File: src/rtl/fb_swap_writer_pkg.sv
// fb_swap_writer_pkg: frame-buffer geometry defaults, FSM state type and width helper.
package fb_swap_writer_pkg;
  localparam int DEF_WIDTH = 8;
  localparam int DEF_HEIGHT = 8;
  localparam int DEF_PIXEL_SIZE = 1;
  typedef enum logic [1:0] {IDLE, FILL, WAIT_SWAP} fb_state_t;
  // Never returns 0 so a 1-wide dimension still yields a legal vector.
  function automatic int clog2w(input int n);
    return (n < 2) ? 1 : $clog2(n);
  endfunction
endpackage

File: src/rtl/fb_raster_cnt.sv
// fb_raster_cnt: raster x/y position counter with advance, clear and load-after-origin.
module fb_raster_cnt import fb_swap_writer_pkg::*; #(
  parameter int WIDTH = DEF_WIDTH,
  parameter int HEIGHT = DEF_HEIGHT
) (
  input  logic                         clk,
  input  logic                         resetn,
  input  logic                         en,
  input  logic                         clr,
  input  logic                         org,
  output logic [clog2w(WIDTH)-1:0]     x,
  output logic [clog2w(HEIGHT)-1:0]    y,
  output logic                         last,
  output logic                         at_origin
);
  localparam int XW = clog2w(WIDTH);
  localparam int YW = clog2w(HEIGHT);
  logic x_end, y_end;
  assign x_end = x == XW'(WIDTH - 1);
  assign y_end = y == YW'(HEIGHT - 1);
  assign last = x_end && y_end;
  assign at_origin = x == '0 && y == '0;
  // org means "pixel (0,0) was just written": continue from the next column.
  always_ff @(posedge clk or negedge resetn)
    if (!resetn) begin
      x <= '0;
      y <= '0;
    end else if (clr) begin
      x <= '0;
      y <= '0;
    end else if (org) begin
      x <= XW'(1);
      y <= '0;
    end else if (en) begin
      x <= x_end ? '0 : x + XW'(1);
      y <= x_end ? (y_end ? '0 : y + YW'(1)) : y;
    end
endmodule

File: src/rtl/fb_swap_writer.sv
// fb_swap_writer: fills the back buffer from a raster pixel stream and swaps on scanout frame end.
// Optional FB_SWAP_WRITER_STATS_EN adds frame_count and drop_count outputs.
module fb_swap_writer import fb_swap_writer_pkg::*; #(
  parameter int WIDTH = DEF_WIDTH,
  parameter int HEIGHT = DEF_HEIGHT,
  parameter int PIXEL_SIZE = DEF_PIXEL_SIZE
) (
  input  logic                         clk,
  input  logic                         resetn,
  input  logic                         in_valid,
  output logic                         in_ready,
  input  logic [PIXEL_SIZE-1:0]        in_pixel,
  input  logic                         in_sof,
  input  logic                         scan_frame_end,
  output logic                         wr_en,
  output logic                         wr_buf,
  output logic [clog2w(WIDTH)-1:0]     wr_x,
  output logic [clog2w(HEIGHT)-1:0]    wr_y,
  output logic [PIXEL_SIZE-1:0]        wr_data,
  output logic                         buf_sel,
  output logic                         swap_pending,
`ifdef FB_SWAP_WRITER_STATS_EN
  output logic [15:0]                  frame_count,
  output logic [15:0]                  drop_count,
`endif
  output logic                         sof_err
);
  localparam int XW = clog2w(WIDTH);
  localparam int YW = clog2w(HEIGHT);
  fb_state_t state, next;
  logic acc, wr, en, clr, org, swap, drop, err, last, at_origin;
  logic [XW-1:0] x, wx;
  logic [YW-1:0] y, wy;
  fb_raster_cnt #(.WIDTH(WIDTH), .HEIGHT(HEIGHT)) u_cnt (
    .clk(clk), .resetn(resetn), .en(en), .clr(clr), .org(org),
    .x(x), .y(y), .last(last), .at_origin(at_origin)
  );
  assign in_ready = resetn && state != WAIT_SWAP;
  assign acc = in_valid && in_ready;
  assign swap_pending = state == WAIT_SWAP;
  assign wr_buf = ~buf_sel;
  always_comb begin
    next = state;
    wr = 1'b0;
    wx = x;
    wy = y;
    en = 1'b0;
    clr = 1'b0;
    org = 1'b0;
    swap = 1'b0;
    drop = 1'b0;
    err = 1'b0;
    case (state)
      IDLE:
        if (acc) begin
          wr = in_sof;
          drop = !in_sof;
          org = in_sof;
          wx = '0;
          wy = '0;
          next = in_sof ? FILL : IDLE;
        end
      FILL:
        if (acc) begin
          wr = 1'b1;
          if (in_sof && !at_origin) begin
            wx = '0;
            wy = '0;
            org = 1'b1;
            err = 1'b1;
          end else if (last) begin
            clr = 1'b1;
            next = WAIT_SWAP;
          end else
            en = 1'b1;
        end
      WAIT_SWAP: begin
        swap = scan_frame_end;
        next = scan_frame_end ? IDLE : WAIT_SWAP;
      end
      default: next = IDLE;
    endcase
  end
  always_ff @(posedge clk or negedge resetn)
    if (!resetn) begin
      state <= IDLE;
      buf_sel <= 1'b0;
      sof_err <= 1'b0;
      wr_en <= 1'b0;
      wr_x <= '0;
      wr_y <= '0;
      wr_data <= '0;
    end else begin
      state <= next;
      buf_sel <= buf_sel ^ swap;
      sof_err <= sof_err | err;
      wr_en <= wr;
      if (wr) begin
        wr_x <= wx;
        wr_y <= wy;
        wr_data <= in_pixel;
      end
    end
`ifdef FB_SWAP_WRITER_STATS_EN
  always_ff @(posedge clk or negedge resetn)
    if (!resetn) begin
      frame_count <= '0;
      drop_count <= '0;
    end else begin
      frame_count <= frame_count + {15'd0, swap};
      drop_count <= (drop && drop_count != 16'hFFFF) ? drop_count + 16'd1 : drop_count;
    end
`endif
endmodule

File: config.mk
export PLATFORM = sky130hd
export DESIGN_NAME = fb_swap_writer
export DESIGN_NICKNAME = d
export VERILOG_FILES = /design/src/rtl/fb_swap_writer_pkg.sv /design/src/rtl/fb_raster_cnt.sv /design/src/rtl/fb_swap_writer.sv
export SDC_FILE = /design/constraint.sdc
export NUM_CORES = 1
export LEC_CHECK = 0
export ABC_AREA = 1
export CORE_MARGIN = 4
export CORE_UTILIZATION = 40
export CTS_CLUSTER_DIAMETER = 150
export CTS_CLUSTER_SIZE = 28
export DETAILED_ROUTE_END_ITERATION = 7
export GPL_TIMING_DRIVEN = 0
export SLEW_MARGIN = 30
export SYNTH_ARGS = -nofsm -noshare
export SYNTH_HDL_FRONTEND = slang
export SYNTH_SLANG_ARGS = --single-unit
File: constraint.sdc
create_clock -name clk -period 2.4 [get_ports clk]
set_input_delay 0.24 -clock clk [delete_from_list [all_inputs] [get_ports clk]]
set_output_delay 0.24 -clock clk [all_outputs]
set_load 0.005 [all_outputs]
## Word level (Yosys, flattened, before mapping)

Cells that the tools add are included.

- Logic and storage cells: 76
- Output and inout bits: 13
- Bits of input ports: 6
- Register bits after elaboration: 18

- Bitwise logic cells: 3
- Equal/unequal tests: 9
- $add $sub $neg: 2
- Mux-type cells: 40
- Reduce and logical (&&, ||, !) cells: 13

Operators with widths:

| cell | number |
|---|---|
| $mux 3 | 15 |
| $mux 1 | 15 |
| $pmux 3 s2 | 2 |
| $mux 2 | 5 |
| $ne 2x2->1 const B | 5 |
| $add 3x1->3 const B | 2 |
| $eq 3x3->1 const B | 2 |
| $logic_not 3->1 | 2 |
| $pmux 2 s3 | 1 |
| $reduce_bool 3->1 | 2 |
| $logic_and 1x1->1 | 5 |
| $pmux 1 s2 | 2 |
| $reduce_and 4->1 | 1 |
| $eq 2x1->1 const B | 1 |
| $eq 2x2->1 const B | 1 |
| $logic_not 2->1 | 1 |
| $reduce_and 2->1 | 1 |
| $logic_not 1->1 | 1 |
| $not 1->1 | 1 |
| $or 1x1->1 | 1 |
| $xor 1x1->1 | 1 |

## Depth between registers and ports, before layout

Gate-level depths: netlist (run 1).

- Depth after elaboration: 10
- Gate-level depth with buffers: 12

## Modules after synthesis

A second synthesis (run 1) with hierarchy kept.

- Cell total of the unflattened synthesis: 119
- Area total of the unflattened synthesis: 980.9 µm²

By module, submodules not included:

| module | instances | cells each | area an instance (µm²) |
|---|---|---|---|
| fb_swap_writer | 1 | 68 | 578.1 |
| fb_raster_cnt | 1 | 51 | 402.9 |

## Least setup slack after synthesis (run 1)

OpenSTA, ideal clock, no wires.

- Kind: reg-to-reg
- Start: register u_cnt.x[0]
- End: register u_cnt.y[2]
- Clock period less this slack: 1424 ps
- Data required time: 2335 ps
- Arrival time: 1359 ps
- Path slack: 976 ps
- Stages on the path, launching flop included: 13
- Path buffers: 0
- Path through: dfrtp_1 -> inv_1 -> ha_1 -> inv_1 -> nor2_1 -> nand2_1 -> nand2_1 -> nor2_1 -> nor2_1 -> nand3_1 -> nand2_1 -> nand2_1 -> nand2_1

- Longest elaborated chain between the ends: 9

Ends and longest elaborated chain:

| item | line | source |
|---|---|---|
| from (decl) | fb_raster_cnt.sv:11 | `output logic [clog2w(WIDTH)-1:0] x,` |
| from (signal assigned) | fb_raster_cnt.sv:35 | `x <= x_end ? '0 : x + XW'(1);` |
| $logic_not 3->1 | fb_raster_cnt.sv:22 | `assign at_origin = x == '0 && y == '0;` |
| $logic_and 1x1->1 | fb_raster_cnt.sv:22 |  |
| $logic_not 1->1 | fb_swap_writer.sv:66 | `if (in_sof && !at_origin) begin` |
| $logic_and 1x1->1 | fb_swap_writer.sv:66 |  |
| $mux 1 | fb_swap_writer.sv:66 |  |
| $mux 1 | fb_swap_writer.sv:64 | `if (acc) begin` |
| $pmux 1 s2 or $mux 1 (tied branches) | fb_swap_writer.sv:53 | `case (state)` |
| $reduce_bool 3->1 (no source line) or $mux 3 (tied branches) | n/a |  |
| $reduce_and 2->1 (no source line) or $mux 3 (tied branches) | n/a |  |
| to (signal assigned) | fb_raster_cnt.sv:36 | `y <= x_end ? (y_end ? '0 : y + YW'(1)) : y;` |
| to (decl) | fb_raster_cnt.sv:12 | `output logic [clog2w(HEIGHT)-1:0] y,` |

Parallel ways exist; a longest one is shown, timed or not.
A chain may end at the register's enable or synchronous reset.

## Worst setup path in the final report (run 1)

- Start: input port resetn
- End: output port in_ready

- Longest elaborated chain between the ends: 1

Ends and longest elaborated chain:

| item | line | source |
|---|---|---|
| from (decl) | fb_swap_writer.sv:9 | `input logic resetn,` |
| $logic_and 1x1->1 | fb_swap_writer.sv:38 | `assign in_ready = resetn && state != WAIT_SWAP;` |
| to (decl) | fb_swap_writer.sv:11 | `output logic in_ready,` |

No other way between the ends.

==> flow_results.org, run 1 <==
** Detailed routing
- Per-cell routed wire length :: approximately 11 um
- The first routing iteration left 19 violations.
- Total DRC errors in the routed layout :: 0
- Detailed Routing Iterations Pass 1 :: 4
- Dividing the detail-routed via count by the number of cells gives ~4.8.
- Final antenna-violating net count :: 0
- Via total after detailed routing :: between 800 and 900
- Total wire length :: 1.93 mm

** Setup path
- The worst setup path is launched from a primary input.
- Slowest stage delay, CP :: between 0.5 and 0.6 ns
- Along the worst path, the maximum fanout reaches 21.
- The setup path with the least slack is of type in -> out.
- Critical Path RT :: about 2.2 ns
- Cell depth of the worst flop-to-flop path :: 12
- CP Capture Type :: primary output
- The worst register-to-register path has a setup slack of ~0.70 ns.
- Data on the critical path arrives at its endpoint at 1.87 ns.
- Cells along the critical path :: dlygate4sd3_1, buf_2, inv_1, nor2_1, clkdlybuf4s50_1
- Library cell contributing the largest single delay on the critical path :: sky130_fd_sc_hd__dlygate4sd3_1

** Power
- Overall power of the completed layout :: 1.29 mW
- VDD sags by at most 640 uV.
- Static leakage power :: 0.656 nW
- Power per cell area :: slightly above 1000 nW/um^2

** Floorplan
- Width of the die :: 57.6 um
- Once the floorplan was initialized, standard cells occupied a little over two fifths of the core.
- The region available for standard cell placement spans 2280 sq um.
- Die Ht :: ~58 um
- Top-level port count :: 19
- The floorplan step defined a die boundary enclosing 3320 sq um.
- Number of placement rows :: 17

** Timing
- Final number of setup-violating endpoints :: 0
- At the pin with the least slew margin, the transition time is 0.455 ns.
- Minimum period implied by the final worst setup slack :: about 2.1 ns
- Unrepaired setup endpoints after global routing :: no
- For this run, the top clock speed supported by timing is 473 MHz.
- Max-slew headroom at the worst pin :: approximately 70%
- Count of final hold-check violations :: 0
- The max-slew violation total from the final report was 0.
- Across the routed clock network, the largest skew measured is 0.00572 ns.
- After layout, the worst path uses just under 90% of the clock period.

** Synth
- Mapped Cells :: 126
- Yosys cell types :: 16
- After synthesis the netlist holds a flip-flop and latch count of 18.
- The synthesized netlist occupies a cell area of 985 sq um.
- Yosys printed 0 warnings.
- For this run, the register share of the synthesized area comes to 45.7%.
- Synthesized area divided by synthesized cell count :: slightly below 8 sq um
- The number of nets handed over by synthesis was 138.

** Clock tree
- Clock-pin slew was measured on the worst setup and hold paths at 0.10 ns.
- The clock reaches the later pin of the worst-skew pair after 0.29 ns.
- H-Tree Level Count :: 1
- Clock Path Buffers :: 2
- Root cell of the clock tree :: sky130_fd_sc_hd__clkbuf_4
- Counting the buffers created by CTS gives 3.
- CTS tree :: yes
- For this design, the sink count on the clock tree is 18.
- Number of setup buffers added after CTS :: 0

** Place
- Routability-driven placement finished with a final weighted congestion of 0.801.
- Number of instances in the placed design :: 172
- IO buf count :: 18
- DPL Wire Length :: 1.52 mm

** Global route
- The initial antenna violation count came to 0.
- The number of global-route vias before repair came to 829.
- Pin count of the biggest net entering global routing :: 22
- After global routing the overflow that remains totals 0.
- Global routing used 13.4% of the available tracks.
- The first global-routing pass estimated 3.53 mm of wire.

** Finish
- Fill cells in the final layout number 237.
- Filler-free cell count of the finished design :: 177
- Net count reported at finish :: 162
- Syn-to-layout area delta :: 26.0%
- 0 antenna diodes ended up in the layout.
- Share of post-route cells with drive strength above 1 :: under 10%

** Min path
- Hold crit path type :: in -> async

** Flow run
- Max capacitance violation total :: 0

** Outcome
- The run finished with clean final reports.
## metrics by stage
stage / setup TNS [ns] / worst slack [ns] / util [%] / cell area, sq um / hold WS [ns]
2_1_floorplan: 0 / 0.976 / - / 985 / -0.0556
3_3_place_gp: -0.644 / -0.163 / 52.7 / 1200 / 0.451
3_5_place_dp: -0.593 / -0.154 / 52.7 / 1200 / 0.458
4_1_cts: 0 / 0.0284 / 54.3 / 1240 / 0.470
5_1_grt: 0 / 0.155 / 54.5 / 1240 / 0.448
6_report: 0 / 0.288 / 54.5 / 1240 / 0.417
## per-layer routing
| layer | share of wire, % | global-route usage (%) | vias to the layer above |
|---|---|---|---|
| met2 | 46 | 23.2 | 10 |
| met4 | 0.62 | 1.99 | 0 |
| met1 | 49 | 16.2 | 393 |
| met5 | 0 | 0 | - |
| met3 | 4.4 | 4.90 | 2 |
| li1 | - | - | 440 |
## worst paths after layout
check / startpoint / endpoint
setup / recovery: resetn / in_ready
hold / removal: resetn / buf_sel
setup reg to reg: u_cnt.x[0] / u_cnt.y[0]
hold reg to reg: wr_data / wr_data
max in group asynchronous: resetn / u_cnt.y[0]
min in group clk: in_pixel / wr_data
## cell usage in the layout, fill, tap and decap left out, drive strengths merged, types with 3 or more instances in the layout
| cell | instances |
|---|---|
| dfrtp | 18 |
| nand2 | 38 |
| clkbuf | 4 |
| nor2 | 14 |
| nand3 | 11 |
| o21ai | 10 |
| nand4 | 3 |
| inv | 21 |
| clkdlybuf4s50 | 17 |
| ha | 6 |
## state kept, by name, summed over array words and instances (netlist names)
name,flops
wr_x,3
buf_sel,1
wr_en,1
u_cnt.x,3
wr_y,3
sof_err,1
state,2
wr_data,1
u_cnt.y,3
## synth_stat cells
master / number / share of area [%]
sky130_fd_sc_hd__nand2_4: 1 / 1.1
sky130_fd_sc_hd__or2_2: 2 / 1.3
sky130_fd_sc_hd__nand3_1: 10 / 5.1
sky130_fd_sc_hd__nand2_1: 37 / 14
sky130_fd_sc_hd__xor2_1: 1 / 0.89
sky130_fd_sc_hd__inv_1: 20 / 7.6
sky130_fd_sc_hd__nor2_2: 1 / 0.64
sky130_fd_sc_hd__nor2_1: 13 / 5.0
sky130_fd_sc_hd__ha_1: 6 / 7.6
sky130_fd_sc_hd__inv_2: 1 / 0.38
sky130_fd_sc_hd__buf_12: 1 / 2.0
sky130_fd_sc_hd__nand3_2: 1 / 1.0
sky130_fd_sc_hd__dfrtp_1: 18 / 46
sky130_fd_sc_hd__a21oi_1: 1 / 0.51
sky130_fd_sc_hd__o21ai_0: 10 / 5.1
sky130_fd_sc_hd__nand4_1: 3 / 1.9
## cells by family (layout without fill, tap and decap cells)
kind of cell / after synthesis / in the layout / share of synthesized area [%]
buffers and inverters: 22 / 45 / 10.0
DFF: 18 / 18 / 45.7
xor gates and xnor gates: 1 / 1 / 0.890
adders and majority gates: 6 / 6 / 7.62
AOI/OAI and AO/OA: 11 / 11 / 5.59
and+or+nand+nor: 68 / 68 / 30.1
## final cells by class
type	instances	area, sq um	share of cell area (%)
buffer	1	20.0	1.61
tap	28	35.0	2.82
multi-input combinational	86	435	35.1
clock buffer	4	36.3	2.92
timing repair buffer	19	185	14.9
inverter	21	78.8	6.35
sequential	18	450	36.3
## power breakdown
group	switching, mW	internal, mW
logic	0.277	0.303
clock network	0.0892	0.0925
registers	0.102	0.424
total	0.469	0.820
## worst max-delay path, delay by kind of cell
kind | cells | cell delay (ns)
buffers and inverters | 4 | 1.52
and+or+nand+nor | 1 | 0.12
## timing repair
action	4_1_cts	5_1_grt
gates resized for setup	0	0
hold endpoints to repair	0	18
hold buffers	0	1
endpoints found under the setup margin	0	0
Power figures use the tool's default switching activity.
==> inputs of run 2 (changes only) <==
--- a/config.mk
+++ b/config.mk
@@ -12,7 +12,8 @@
 export CTS_CLUSTER_SIZE = 28
 export DETAILED_ROUTE_END_ITERATION = 7
 export GPL_TIMING_DRIVEN = 0
-export SLEW_MARGIN = 30
+export PLACE_DENSITY = 0.7
+export SLEW_MARGIN = 0
 export SYNTH_ARGS = -nofsm -noshare
 export SYNTH_HDL_FRONTEND = slang
 export SYNTH_SLANG_ARGS = --single-unit
==> run 2 against run 1 <==
  * Critical path type unchanged
  * Highest routed layer unchanged
  * Non-clock buffer count shrank 1
  * Critical endpoint unchanged
  * Cell area fell by 1.3%
  * Combinational power increased by 1%
==> flow_results.org, run 2 (synthesis gave the netlist of run 1 again) <==
** Outcome
- Outcome :: completed (unchanged)

** Detailed routing
- Violation count after the first detailed-route iteration :: 15 (was 19)
- The count of TritonRoute iterations in the first routing pass was 4 (unchanged).
- Total DRC errors in the routed layout :: 0 (unchanged)
- Final antenna-violating net count :: 0 (unchanged)
- The overall routed net length was 1.96 mm (was 1.93 mm).
- Via total after detailed routing :: 850 (was 845)
- Ratio of routed vias to standard cells :: 4.86 (was 4.77)
- Per-cell routed wire length :: 11.2 um (was 10.9 um)

** Finish
- Core Util, Final :: 53.8% (was 54.5%)
- The final instance count without filler cells came to 175 (was 177).
- The number of antenna cells inserted is 0 (unchanged).
- Net count reported at finish :: 161 (was 162)
- Leading cell types in the layout, fill and taps excluded: 37 x sky130_fd_sc_hd__nand2_1, 20 x sky130_fd_sc_hd__inv_1, 18 x sky130_fd_sc_hd__dfrtp_1 (unchanged).
- Syn-to-layout area delta :: 24.4% (was 26.0%)
- Design Area, Final :: 1220 sq um (was 1240 sq um)
- The final-layout fill cell count is 212 (was 237).
- The most common cell after layout, fill and taps aside is sky130_fd_sc_hd__nand2_1 (unchanged).
- Share of post-route cells with drive strength above 1 :: 6.80% (was 8.05%)

** Setup path
- Critical Path RT :: 2.16 ns (about the same)
- Library cell contributing the largest single delay on the critical path :: sky130_fd_sc_hd__dlymetal6s2s_1 (was sky130_fd_sc_hd__dlygate4sd3_1)
- Crit Path Class :: in -> out (unchanged)
- The nature of the critical path startpoint is a primary input (unchanged).
- The maximum fanout count along the critical path came to 21 (unchanged).
- Family of cells with the greatest summed delay on the critical path :: buffers and inverters (unchanged)
- CP Capture Type :: primary output (unchanged)
- The arrival time of data at the critical path endpoint came to 1.64 ns (was 1.87 ns).
- Cells along the critical path: dlymetal6s2s_1, inv_1, nor2_1, clkdlybuf4s50_1 (was dlygate4sd3_1, buf_2, inv_1, nor2_1, clkdlybuf4s50_1).
- The sum of buffers and inverters on the critical path is 3 (was 4).
- The peak per-stage delay on the critical path came to 0.68 ns (was 0.52 ns).

** Place
- The post-DP HPWL came to 1.49 mm (was 1.52 mm).
- IO buf count :: 18 (unchanged)
- The cell count after placement came to 172 (unchanged).
- Weighted congestion reported at the end of routability-driven placement :: 0.825 (was 0.801)
- Placed Instance Area :: 1200 sq um (unchanged)

** Clock tree
- The maximum number of buffers from clock root to sink is 2 (unchanged).
- Number of hold buffers added after cts :: 0 (unchanged)
- The number of H-tree levels is 1 (unchanged).
- The post-CTS setup-driven buffer insertion count was 0 (unchanged).
- The clock tree from TritonCTS is yes (unchanged).
- The root buffer cell was sky130_fd_sc_hd__clkbuf_4 (unchanged).
- The total CTS buffers came to 3 (unchanged).
- The clock latency on the worst-skew pair was 0.29 ns (about the same).
- Clk slew on worst S/H paths :: 0.10 ns (about the same)
- TritonCTS Sinks :: 18 (unchanged)

** Timing
- The part of the cycle the worst path needs is 78.5% (was 88.0%).
- The shortest clock period the worst path allows after layout came to 1.88 ns (was 2.11 ns).
- Final number of setup-violating endpoints :: 0 (unchanged)
- Unrepaired setup endpoints after global routing: no (unchanged).
- The peak clock frequency supported by timing came to 531 MHz (was 473 MHz).
- Max-slew headroom at the worst pin :: 39.5% (was 69.7%)
- Slew at the pin closest to its max-slew limit :: 0.906 ns (was 0.455 ns)
- The post-route clock skew came to 0.00703 ns (was 0.00572 ns).
- Total count of max-transition violations in the final report :: 0 (unchanged)
- Hold slack :: 0.0651 ns (was 0.417 ns)
- Count of final hold-check violations :: 0 (unchanged)

** Power
- Internal power contribution :: 0.787 mW (was 0.820 mW)
- The proportion of total power due to net switching came to 37.3% (was 36.4%).
- Seq pwr share :: 41.7% (was 40.9%)
- The net switching component of the power is 0.469 mW (about the same).
- The areal power density over the cells came to 1030 nW/um^2 (was 1040 nW/um^2).
- The leakage power summed over all cells was 0.653 nW (was 0.656 nW).
- The share of total power in combinational logic is 46.7% (was 45.0%).
- The clock network fraction of design power came to 11.7% (was 14.1%).
- Max rail drop VDD :: 488 uV (was 640 uV)

** Floorplan
- Width of the die :: 57.6 um (unchanged)
- Top-level port count :: 19 (unchanged)
- Floorplan die area :: 3320 sq um (unchanged)
- The chip height is 57.6 um (unchanged).
- The area inside the core boundary is 2280 sq um (unchanged).
- The total number of placement rows is 17 (unchanged).
- Initial core utilization :: 43.3% (unchanged)

** Min path
- The worst hold path class is in -> async (unchanged).

** Global route
- The wire length of the first global-routing pass was 3.45 mm (was 3.53 mm).
- Vias in the first global route :: 801 (was 829)
- The aggregate global-route resource usage came to 13.3% (was 13.4%).
- The initial antenna violation count is 0 (unchanged).
- Pin count of the biggest net entering global routing :: 22 (unchanged)
- Congestion Overflow GR :: 0 (unchanged)

** Flow run
- Max capacitance violation total :: 0 (unchanged)
## run 2: changes by cell type in the layout (fill, tap and decap cells not counted)
cell,delta
sky130_fd_sc_hd__dlygate4sd3_1,-1
sky130_fd_sc_hd__clkbuf_8,-1
sky130_fd_sc_hd__buf_2,-1
sky130_fd_sc_hd__dlymetal6s2s_1,+1
## run 2: area by class of cell
class	instances	area, sq um	share of cell area (%)
plain buffers	1	20.0	1.63
clock buffers	3	22.5	1.84
inverters	21	78.8	6.44
multi-input cells	86	435	35.5
flip-flops and latches	18	450	36.8
well taps	28	35.0	2.86
repair buffers	18	183	14.9
## run 2: path summary, 6_finish.rpt
kind	slack, ns	startpoint	endpoint	depth (start not counted)
worst max-delay path	0.52	resetn	in_ready	4
worst min-delay path	0.07	resetn	u_cnt.x[2]	1
worst max register to register	0.66	u_cnt.x[0]	u_cnt.y[0]	12
worst min register to register	0.48	sof_err	sof_err	1
max in group asynchronous	1.78	resetn	u_cnt.y[2]	1
min in group clk	0.48	sof_err	sof_err	1
## run 2: repair_timing
| item | CTS | global route |
|---|---|---|
| gates resized for setup | 0 | 1 |
| hold endpoints to repair | 0 | 0 |
| endpoints found under the setup margin | 0 | 4 |
## run 2: metal layers
metal  up-vias  track usage (%)  part of all wire (%)
met2        13             22.7                    49
met1       400             16.5                    47
met5         -                0                     0
li1        435                -                     -
met3         2             2.90                   3.7
met4         0             4.97                  0.51
## run 2: power groups by stage
stage               registers (mW)  logic, mW  clock network (mW)
finish                       0.523      0.586               0.146
detailed placement           0.529      0.587                   0
CTS                          0.523      0.599               0.155
floorplan                    0.517      0.338                   0
global route                 0.542      0.669               0.170
global placement             0.523      0.576                   0
## run 2: through the flow
step,power (mW),setup slack [ns],setup TNS [ns]
after floorplan,0.854,0.976,0
final,1.26,0.517,0
after CTS,1.28,0.0661,0
after global routing,1.38,0.207,0
after detailed placement,1.12,-0.192,-0.836
after global placement,1.10,-0.140,-0.436
==> inputs of run 3 (changes only) <==
==> constraint.sdc (replaced) <==
create_clock -name clk -period 1.8 [get_ports clk]
set_input_delay 0.18 -clock clk [delete_from_list [all_inputs] [get_ports clk]]
set_output_delay 0.18 -clock clk [all_outputs]
set_load 0.005 [all_outputs]
==> run 3 against run 2 <==
  * Die area unchanged
  * Clock skew decreased by 0.0038 ns
  * Largest power group unchanged
  * Critical path depth increased by 1
  * Critical path type is now reg -> out
  * Clock power increased by 38%
  * Wire length increased by 4.7%
  * Highest routed layer unchanged
  * Combinational power increased by 44%
  * Critical endpoint unchanged
==> flow_results.org, run 3 (synthesis gave the netlist of run 1 again) <==
** Outcome
- Outcome :: completed (unchanged)

** Min path
- The worst hold path class was in -> reg (was in -> async).
- The startpoint identified for the worst hold timing path is in_pixel.
- For hold timing, the worst endpoint is wr_data.
- The worst hold path was traced through 3 stages.

** Detailed routing
- Via total after detailed routing :: 872 (was 850)
- The average routed wire per standard cell is 11.4 um (was 11.2 um).
- Detailed Routing Iterations Pass 1 :: 4 (unchanged)
- Ratio of routed vias to standard cells :: 4.84 (was 4.86)
- Final antenna-violating net count :: 0 (unchanged)
- Total wire length :: 2.05 mm (was 1.96 mm)
- Total DRC errors in the routed layout :: 0 (unchanged)
- Violation count after the first detailed-route iteration :: 19 (was 15)

** Setup path
- Cells along the critical path: inv_1, nand2_2, inv_1, nor2_1, clkdlybuf4s50_1 (was dlymetal6s2s_1, inv_1, nor2_1, clkdlybuf4s50_1).
- Cell depth of the worst flop-to-flop path :: 11 (was 12)
- The required time of the worst setup path is 1.62 ns (was 2.16 ns).
- Launching point of the worst reg2reg path :: u_cnt.y[0] (was u_cnt.x[0])
- Crit Path Class :: reg -> out (was in -> out)
- The maximum fanout count along the critical path was 4 (was 21).
- Slowest stage delay, CP :: 0.51 ns (was 0.68 ns)
- Worst reg-to-reg setup slack :: 0.16 ns (was 0.66 ns)
- The slowest cell on the critical path was sky130_fd_sc_hd__clkdlybuf4s50_1 (was sky130_fd_sc_hd__dlymetal6s2s_1).
- Critical path startpoint category :: flip-flop (was primary input)
- The worst flop-to-flop path endpoint is u_cnt.y[2] (was u_cnt.y[0]).
- The critical path capture point type is a primary output (unchanged).
- The arrival time of data at the critical path endpoint was 1.50 ns (was 1.64 ns).
- CP most frequent cell :: sky130_fd_sc_hd__inv_1

** Global route
- Tot GR Track Use :: 13.5% (was 13.3%)
- Initial antenna violation count :: 0 (unchanged)
- Pin count of the biggest net entering global routing :: 19 (was 22)
- Vias in the first global route :: 803 (was 801)
- Global-route wire length before repair :: 3.46 mm (was 3.45 mm)
- Congestion Overflow GR :: 0 (unchanged)

** Place
- The post-placement cell area came to 1200 sq um (unchanged).
- The cell count after placement came to 172 (unchanged).
- The post-DP HPWL was 1.49 mm (unchanged).
- Weighted congestion reported at the end of routability-driven placement :: 0.825 (unchanged)
- The count of buffers inserted at the top-level ports came to 18 (unchanged).
- The post-placement setup slack was -0.732 ns (was -0.192 ns).

** Timing
- The hold slack came to 0.418 ns (was 0.0651 ns).
- Slew at the pin closest to its max-slew limit :: 0.837 ns (was 0.906 ns)
- Count of final hold-check violations :: 0 (unchanged)
- Achievable Freq :: 595 MHz
- Max-slew headroom at the worst pin :: 44.0% (was 39.5%)
- The worst path in the final design needs a cycle of 1.68 ns, including I/O delays and setup.
- Post-route worst setup slack :: 0.120 ns (was 0.517 ns)
- The max-slew violation total from the final report came to 0 (unchanged).
- Final number of setup-violating endpoints :: 0 (unchanged)
- Setup Skew :: 0.00327 ns (was 0.00703 ns)
- Final TNS setup :: 0 ns (unchanged)
- The final critical path takes up a little over 90% of the cycle.

** Floorplan
- The initial standard-cell utilization of the core came to 43.3% (unchanged).
- Top-level port count :: 19 (unchanged)
- The total number of placement rows was 17 (unchanged).
- Core Footprint :: 2280 sq um (unchanged)
- Floorplan die area :: 3320 sq um (unchanged)
- Die Ht :: 57.6 um (unchanged)
- Width of the die :: 57.6 um (unchanged)

** Finish
- The final instance count without filler cells was 180 (was 175).
- Syn-to-layout area delta :: 29.6% (was 24.4%)
- Number of filler instances in the final layout :: 206 (was 212)
- The fraction of layout cells with a size suffix above 1 is 12.5% (was 6.80%).
- Design Area, Final :: 1280 sq um (was 1220 sq um)
- The final standard cell utilization of the core is 56.1% (was 53.8%).
- The number of antenna cells inserted was 0 (unchanged).
- Net count reported at finish :: 166 (was 161)
- Commonest non-fill, non-tap cell in the layout :: sky130_fd_sc_hd__nand2_1 (unchanged)
- Leading cell types in the layout, fill and taps excluded :: 35 x sky130_fd_sc_hd__nand2_1, 20 x sky130_fd_sc_hd__inv_1, 18 x sky130_fd_sc_hd__dfrtp_1 (was 37 x sky130_fd_sc_hd__nand2_1, 20 x sky130_fd_sc_hd__inv_1, 18 x sky130_fd_sc_hd__dfrtp_1)

** Power
- The peak ir drop on the vdd network is 669 uV (was 488 uV).
- Power per cell area :: 1360 nW/um^2 (was 1030 nW/um^2)
- Overall power of the completed layout :: 1.74 mW (was 1.26 mW)
- Static leakage power :: 0.676 nW (was 0.653 nW)

** Clock tree
- The number of H-tree levels was 1 (unchanged).
- The clock input transition at the sequential cells of the worst setup and hold paths was 0.10 ns (about the same).
- The clock tree from TritonCTS is yes (unchanged).
- TritonCTS Sinks :: 18 (unchanged)
- The clock latency on the worst-skew pair was 0.29 ns (about the same).
- The maximum number of buffers from clock root to sink came to 2 (unchanged).
- The root buffer cell is sky130_fd_sc_hd__clkbuf_4 (unchanged).
- The total CTS buffers came to 3 (unchanged).

** Flow run
- The max capacitance violation total came to 0 (unchanged).
==> run 3: worst max-delay path, delay by kind of cell (launching register included) <==
kind | cells | cell delay, ns
buffers and inverters | 3 | 0.66
DFF | 1 | 0.40
and+or+nand+nor | 2 | 0.17
==> run 3: where the power goes <==
group,switching (mW),leakage [nW],internal [mW],total [mW]
Sequential,0.128,0.231,0.566,0.694
Combinational,0.400,0.431,0.445,0.846
Clock,0.124,0.0138,0.0778,0.202
Total,0.652,0.676,1.09,1.74
==> run 3: per-layer routing <==
| layer | routed length [um] | global-route usage (%) | vias up |
|---|---|---|---|
| li1 | - | - | 444 |
| met1 | 978 | 16.9 | 404 |
| met2 | 958 | 22.7 | 19 |
| met3 | 88 | 2.90 | 5 |
| met4 | 29 | 4.97 | 0 |
| met5 | 0 | 0 | - |
==> run 3: cell type report <==
type                    count  area, sq um  area share, %
clock buffers               3         22.5           1.76
repair buffers             23          221           17.4
flip-flops and latches     18          450           35.3
well taps                  28         35.0           2.75
inverters                  21         78.8           6.18
multi-input cells          86          448           35.1
plain buffers               1         20.0           1.57
==> run 3: how the worst max path moves through the flow <==
stage	startpoint	end	slack (ns)
floorplan	u_cnt.x[0]	u_cnt.y[2]	0.38
global placement	resetn	u_cnt.y[2]	-0.68
detailed placement	resetn	u_cnt.y[1]	-0.73
CTS	u_cnt.x[0]	u_cnt.y[0]	0.05
global route	u_cnt.x[1]	u_cnt.y[1]	-0.005
finish	state[0]	in_ready	0.12
==> run 3: repair_timing <==
item / 4_1_cts / 5_1_grt
setup buffers: 0 / 4
endpoints found under the hold margin: 18 / 0
resized for setup: 3 / 4
pin swaps: 0 / 1
gates cloned: 0 / 0
hold buffers: 1 / 0
setup endpoints to repair: 16 / 5
